[config.mk]
export PLATFORM = sky130hd
export DESIGN_NAME = seqdet_rr_sched_flat
export DESIGN_NICKNAME = d
export VERILOG_FILES = /design/src/rtl/seqdet_rr_sched_if.sv /design/src/rtl/seqdet_rr_sched.sv /design/src/flat_wrapper.sv
export SDC_FILE = /design/constraint.sdc
export NUM_CORES = 1
export LEC_CHECK = 0
export CAP_MARGIN = 20
export CORE_MARGIN = 2
export CORE_UTILIZATION = 57
export CTS_BUF_LIST = sky130_fd_sc_hd__clkbuf_4 sky130_fd_sc_hd__clkbuf_8 sky130_fd_sc_hd__clkbuf_16
export DETAILED_ROUTE_END_ITERATION = 10
export GPL_TIMING_DRIVEN = 0
export PLACE_DENSITY_LB_ADDON = 0.05
export SLEW_MARGIN = 20
export SYNTH_ARGS = -nofsm -noshare
export SYNTH_HDL_FRONTEND = slang
export SYNTH_SLANG_ARGS = --single-unit
[constraint.sdc]
create_clock -name clk -period 4.35 [get_ports clk]
set_input_delay 0.6525 -clock clk [delete_from_list [all_inputs] [get_ports clk]]
set_output_delay 0.6525 -clock clk [all_outputs]
set_load 0.03 [all_outputs]
[src/rtl/seqdet_rr_sched_if.sv]
// Handshake bundle for the shared "010" detector:
// requester-side signals, grant/hit status and counter readout.
interface seqdet_rr_sched_if #(
    parameter int NCH  = 4,
    parameter int CW   = 2,
    parameter int CNTW = 8
);
    logic [NCH-1:0]  req;
    logic [NCH-1:0]  din;
    logic [NCH-1:0]  clr;
    logic [NCH-1:0]  gnt;
    logic            hit;
    logic [CW-1:0]   hit_ch;
    logic [CW-1:0]   cnt_sel;
    logic [CNTW-1:0] cnt_out;

    modport master (
        output req, din, clr, cnt_sel,
        input  gnt, hit, hit_ch, cnt_out
    );

    modport slave (
        input  req, din, clr, cnt_sel,
        output gnt, hit, hit_ch, cnt_out
    );
endinterface

[src/rtl/seqdet_rr_sched.sv]
// Round-robin time-multiplexed "010" Mealy detector.
// Per-channel saved context and saturating hit counter.
module seqdet_rr_sched #(
    parameter int NCH  = 4,
    parameter int CW   = 2,
    parameter int CNTW = 8
) (
    input  logic              clk,
    input  logic              rst,
    seqdet_rr_sched_if.slave  bus
);

    localparam logic [1:0] S0 = 2'b00;
    localparam logic [1:0] S1 = 2'b01;
    localparam logic [1:0] S2 = 2'b10;

    logic [NCH-1:0][1:0]      ctx_q, ctx_d;
    logic [NCH-1:0][CNTW-1:0] cnt_q, cnt_d;
    logic [CW-1:0]            ptr_q, ptr_d;
    logic                     hit_q, hit_d;
    logic [CW-1:0]            hit_ch_q, hit_ch_d;

    logic [NCH-1:0] elig;
    logic [NCH-1:0] gnt;
    logic           gnt_vld;
    logic [CW-1:0]  gnt_idx;
    logic [1:0]     cur;
    logic           bit_in;
    logic [1:0]     nxt;
    logic           hit_now;

    // Rotating priority search starting just after the last winner.
    always_comb begin
        elig    = bus.req & ~bus.clr;
        gnt     = '0;
        gnt_vld = 1'b0;
        gnt_idx = '0;
        for (int i = 1; i <= NCH; i++) begin
            logic [CW-1:0] idx;
            idx = ptr_q + CW'(i);
            if (!gnt_vld && elig[idx]) begin
                gnt_vld = 1'b1;
                gnt_idx = idx;
            end
        end
        if (gnt_vld) begin
            gnt[gnt_idx] = 1'b1;
        end
    end

    // Shared engine: next state and hit for the granted channel.
    always_comb begin
        cur     = ctx_q[gnt_idx];
        bit_in  = bus.din[gnt_idx];
        nxt     = S0;
        hit_now = 1'b0;
        unique case (cur)
            S0: nxt = bit_in ? S0 : S1;
            S1: nxt = bit_in ? S2 : S1;
            S2: begin
                nxt     = bit_in ? S0 : S1;
                hit_now = !bit_in;
            end
            default: nxt = S0;
        endcase
    end

    // Commit the granted bit; clears override masked channels.
    always_comb begin
        ctx_d    = ctx_q;
        cnt_d    = cnt_q;
        ptr_d    = ptr_q;
        hit_d    = 1'b0;
        hit_ch_d = hit_ch_q;
        if (gnt_vld) begin
            ctx_d[gnt_idx] = nxt;
            ptr_d          = gnt_idx;
            hit_d          = hit_now;
            hit_ch_d       = gnt_idx;
            if (hit_now && (cnt_q[gnt_idx] != {CNTW{1'b1}})) begin
                cnt_d[gnt_idx] = cnt_q[gnt_idx] + CNTW'(1);
            end
        end
        for (int k = 0; k < NCH; k++) begin
            if (bus.clr[k]) begin
                ctx_d[k] = S0;
                cnt_d[k] = '0;
            end
        end
    end

    // State registers with asynchronous active-high reset.
    always_ff @(posedge clk or posedge rst) begin
        if (rst) begin
            ctx_q    <= '0;
            cnt_q    <= '0;
            ptr_q    <= CW'(NCH - 1);
            hit_q    <= 1'b0;
            hit_ch_q <= '0;
        end else begin
            ctx_q    <= ctx_d;
            cnt_q    <= cnt_d;
            ptr_q    <= ptr_d;
            hit_q    <= hit_d;
            hit_ch_q <= hit_ch_d;
        end
    end

    assign bus.gnt     = gnt;
    assign bus.hit     = hit_q;
    assign bus.hit_ch  = hit_ch_q;
    assign bus.cnt_out = cnt_q[bus.cnt_sel];

endmodule

[src/flat_wrapper.sv]
// flat-port wrapper written by rule: the top's interface ports become plain ports
module seqdet_rr_sched_flat 
#(
    parameter int NCH  = 4,
    parameter int CW   = 2,
    parameter int CNTW = 8
)
  (clk, rst, bus_req, bus_din, bus_clr, bus_cnt_sel, bus_gnt, bus_hit, bus_hit_ch, bus_cnt_out);
  seqdet_rr_sched_if #(.NCH(NCH), .CW(CW), .CNTW(CNTW)) bus_i ();
  input  logic clk;
  input  logic rst;
  input wire logic [$bits(bus_i.req)-1:0] bus_req;
  input wire logic [$bits(bus_i.din)-1:0] bus_din;
  input wire logic [$bits(bus_i.clr)-1:0] bus_clr;
  input wire logic [$bits(bus_i.cnt_sel)-1:0] bus_cnt_sel;
  output wire logic [$bits(bus_i.gnt)-1:0] bus_gnt;
  output wire logic [$bits(bus_i.hit)-1:0] bus_hit;
  output wire logic [$bits(bus_i.hit_ch)-1:0] bus_hit_ch;
  output wire logic [$bits(bus_i.cnt_out)-1:0] bus_cnt_out;
  assign bus_i.req = bus_req;
  assign bus_i.din = bus_din;
  assign bus_i.clr = bus_clr;
  assign bus_i.cnt_sel = bus_cnt_sel;
  assign bus_gnt = bus_i.gnt;
  assign bus_hit = bus_i.hit;
  assign bus_hit_ch = bus_i.hit_ch;
  assign bus_cnt_out = bus_i.cnt_out;
  seqdet_rr_sched #(.NCH(NCH), .CW(CW), .CNTW(CNTW)) u_core (.clk(clk), .rst(rst), .bus(bus_i));
endmodule
==> reports/results.tsv <==
metric	value	unit
outcome	finished clean	
cp.arrival	3500	ps
min_period_over_period	95.4	%
hold_violations	0	
synth_nets	283	
initialDrtViolationCount	202	
drc	0	
whs_path_depth	2	
clockRootBuffer	clkbuf_8	
numCtsBuffers	5	
final_cells	370	
synth_flop_cell	dfrtp_1	
drive_gt1_share	17.8	%
die-area	5530	sq um
ant_nets	0	
core	4750	sq um
clkPwrFrac	22.4	%
clock_latency	300	ps
p_switching	0.000471	W
synth_edf_count	0	
placementRows	25	
first_pass_iters	5	
setup_viol	0	
finalNetCount	319	
slowest_stage	clkdlybuf4s50_1	
rr_worst_depth	13	
internal_power	0.000814	W
cts_buffer_depth	2	
yosysWarnings	0	
fp.dieH	74.3	microns
clock-sinks	45	
grt_pass1_wl	11000	microns
p_leak	1.44	nW
placed_cells_incl_taps	362	
cts_tree	yes	
antenna_found_initial	0	
min_period	4150	ps
syn_avg_cell_area	10.6	sq um
path_clk_slew	90	ps
power	0.00128	W
viasPerCell	6.04	
fin_worst_skew	10.5	ps
seqPwrFrac	40.0	%
wire_per_inst	18.4	microns
hold_ws	487	ps
p_sw_share	36.6	%
grt_max_degree	28	
synth-seq-cells	45	
start_util	59.3	%
vias	2233	
slowest_delay	660	ps
synth_area_leader_cell	dfrtp_1	
io_buffers	28	
seq_area_frac_synth	40.0	%
place_congestion	0.877	
synthCells	266	
rsz0062_at_grt	no	
yosys.area.top_type_share	38.2	%
cp_max_fo	10	
start_kind	input port	
htree_levels	2	
final_util	69.7	%
pwr-share-comb	37.6	%
grt_overflow	0	
cts_post_setup_buffers_inserted	0	
fmax	241	MHz
cp_cell_sequence	clkdlybuf4s50_1 > nand2b_1 > or3_1 > and4_4 > buf_6 > buf_6 > or3_1 > clkbuf_1 > inv_1 > clkdlybuf4s50_1	
min_path_type	reg -> reg	
critPathKind	in -> out	
max-vdd-ir-drop	0.236	mV
die_width	74.3	microns
grt_pass1_vias	2182	
ios	31	
cp-end-kind	primary output	
track_usage	27.0	%
synthTopCellsByArea	dfrtp_1, mux2i_1, mux4_2	
area_delta_synth_final	17.4	%
worstPathRequired	3700	ps
antenna-diode-count	0	
async_flop_share	100	%
dp_hpwl	4780	microns
hold_buffers	0	
worst_pin_slew	732	ps
postRouteWirelength	6830	microns
maxCapViolCount	0	
relSlewSlack	51.2	%
syn_area	2820	sq um
ys_types	56	
maxSlewViolCount	0	
powerDensity	388	nW/um^2
-- final timing paths --
check / startpoint / endpoint / slack (ps)
setup / recovery: bus_clr[1] / bus_gnt[0] / 200
hold / removal: u_core.bus.hit_ch[0]$_DFFE_PP0P_ / u_core.bus.hit_ch[0]$_DFFE_PP0P_ / 490
setup reg to reg: u_core.ptr_q[1]$_DFFE_PP1P_ / u_core.cnt_q[9]$_DFFE_PP0P_ / 690
hold reg to reg: u_core.bus.hit_ch[0]$_DFFE_PP0P_ / u_core.bus.hit_ch[0]$_DFFE_PP0P_ / 490
max in group asynchronous: rst / u_core.cnt_q[26]$_DFFE_PP0P_ / 3200
min in group asynchronous: rst / u_core.bus.hit_ch[0]$_DFFE_PP0P_ / 660
-- per-stage QoR --
stage	cell area [sq um]	TNS [ps]	setup WS, ps
2_1_floorplan	2820	0	945
3_3_place_gp	3180	-554	-86.2
3_5_place_dp	3200	-1160	-133
4_1_cts	3310	0	172
5_1_grt	3310	0	49.4
6_report	3310	0	198
-- power by group through the flow --
| stage | registers, W | logic, W | clock network (W) |
|---|---|---|---|
| 3_5_place_dp | 0.000522 | 0.000478 | 0 |
| 3_3_place_gp | 0.000520 | 0.000470 | 0 |
| 4_1_cts | 0.000513 | 0.000482 | 0.000293 |
| 2_1_floorplan | 0.000523 | 0.000332 | 0 |
| 6_report | 0.000514 | 0.000483 | 0.000288 |
| 5_1_grt | 0.000520 | 0.000522 | 0.000305 |
-- sequential cells by signal, summed over array words and instances (netlist names) --
register and count:
u_core.bus.hit 1, u_core.bus.hit_ch 2, u_core.cnt_q 32, u_core.ctx_q 8
u_core.ptr_q 2
-- kinds of logic (layout without fill, tap and decap cells) --
group / count (synthesis) / in the layout / synth area share [%]
AOI/OAI and AO/OA: 50 / 50 / 13.1
xor gates and xnor gates: 6 / 6 / 1.86
adders and majority gates: 1 / 1 / 0.444
buffers and inverters: 21 / 58 / 3.46
DFF: 45 / 45 / 40.0
muxes: 49 / 49 / 22.8
and+or+nand+nor: 94 / 94 / 18.4
-- cell type report --
| cell class | instances | area [sq um] |
|---|---|---|
| Buffer | 12 | 63.8 |
| Clock buffer | 7 | 96.3 |
| Clock inverter | 1 | 5.00 |
| Fill cell | 387 | 1440 |
| Inverter | 9 | 33.8 |
| Multi-Input combinational cell | 200 | 1600 |
| Sequential cell | 45 | 1130 |
| Tap cell | 67 | 83.8 |
| Timing Repair Buffer | 29 | 300 |
-- cell usage in the layout (no fill, tap or decap), types with 2 or more instances in the layout --
cell type / instances
clkdlybuf4s50_1: 28
nor2_1: 15
nand3_1: 5
a21oi_2: 2
buf_2: 3
nor2b_1: 5
and4_4: 2
clkbuf_1: 6
nand2_1: 25
dfstp_2: 2
nand3b_1: 6
buf_6: 2
clkbuf_8: 7
nor3b_1: 2
nand4_1: 2
inv_1: 8
mux4_2: 8
or3_1: 4
a21oi_1: 13
mux2i_1: 27
xnor2_1: 3
nand2b_1: 19
dfrtp_1: 43
o31ai_1: 2
mux2_4: 6
mux2_2: 7
a32oi_1: 2
a22oi_1: 6
xor2_1: 3
o21ai_0: 8
nor3_1: 2
-- worst max-delay path: cells and delay by family --
kind,cells,cell delay [ps]
and+or+nand+nor,4,1130
buffers and inverters,6,1710
-- what timing repair did --
action / in CTS / in global routing
resized for setup: 0 / 1
endpoints found under the setup margin: 0 / 7
endpoints found under the hold margin: 0 / 0
-- layer usage --
layer / GRT usage [%] / wire [microns] / vias to the layer above
met5: 0 / 0 / -
met4: 9.33 / 76 / 0
met3: 4.20 / 330 / 8
met2: 44.2 / 3370 / 59
met1: 37.0 / 3050 / 1134
li1: - / - / 1032
-- synthesized netlist by cell type, drive strengths merged (2+ instances only) --
cell / n
mux2i: 28
o31ai: 2
buf: 6
o211ai: 2
mux4: 8
or3: 4
o21ai: 10
mux2: 13
nand3: 6
nand2: 26
dfrtp: 43
clkbuf: 6
nor3: 2
nor2: 16
nor3b: 2
a21oi: 16
nor2b: 5
nand3b: 6
dfstp: 2
nand4: 2
o211a: 2
nand2b: 19
inv: 9
xnor2: 3
a32oi: 2
xor2: 3
and4: 2
a22oi: 6
and2: 2
Note: power is estimated with default switching activity, not from simulation.
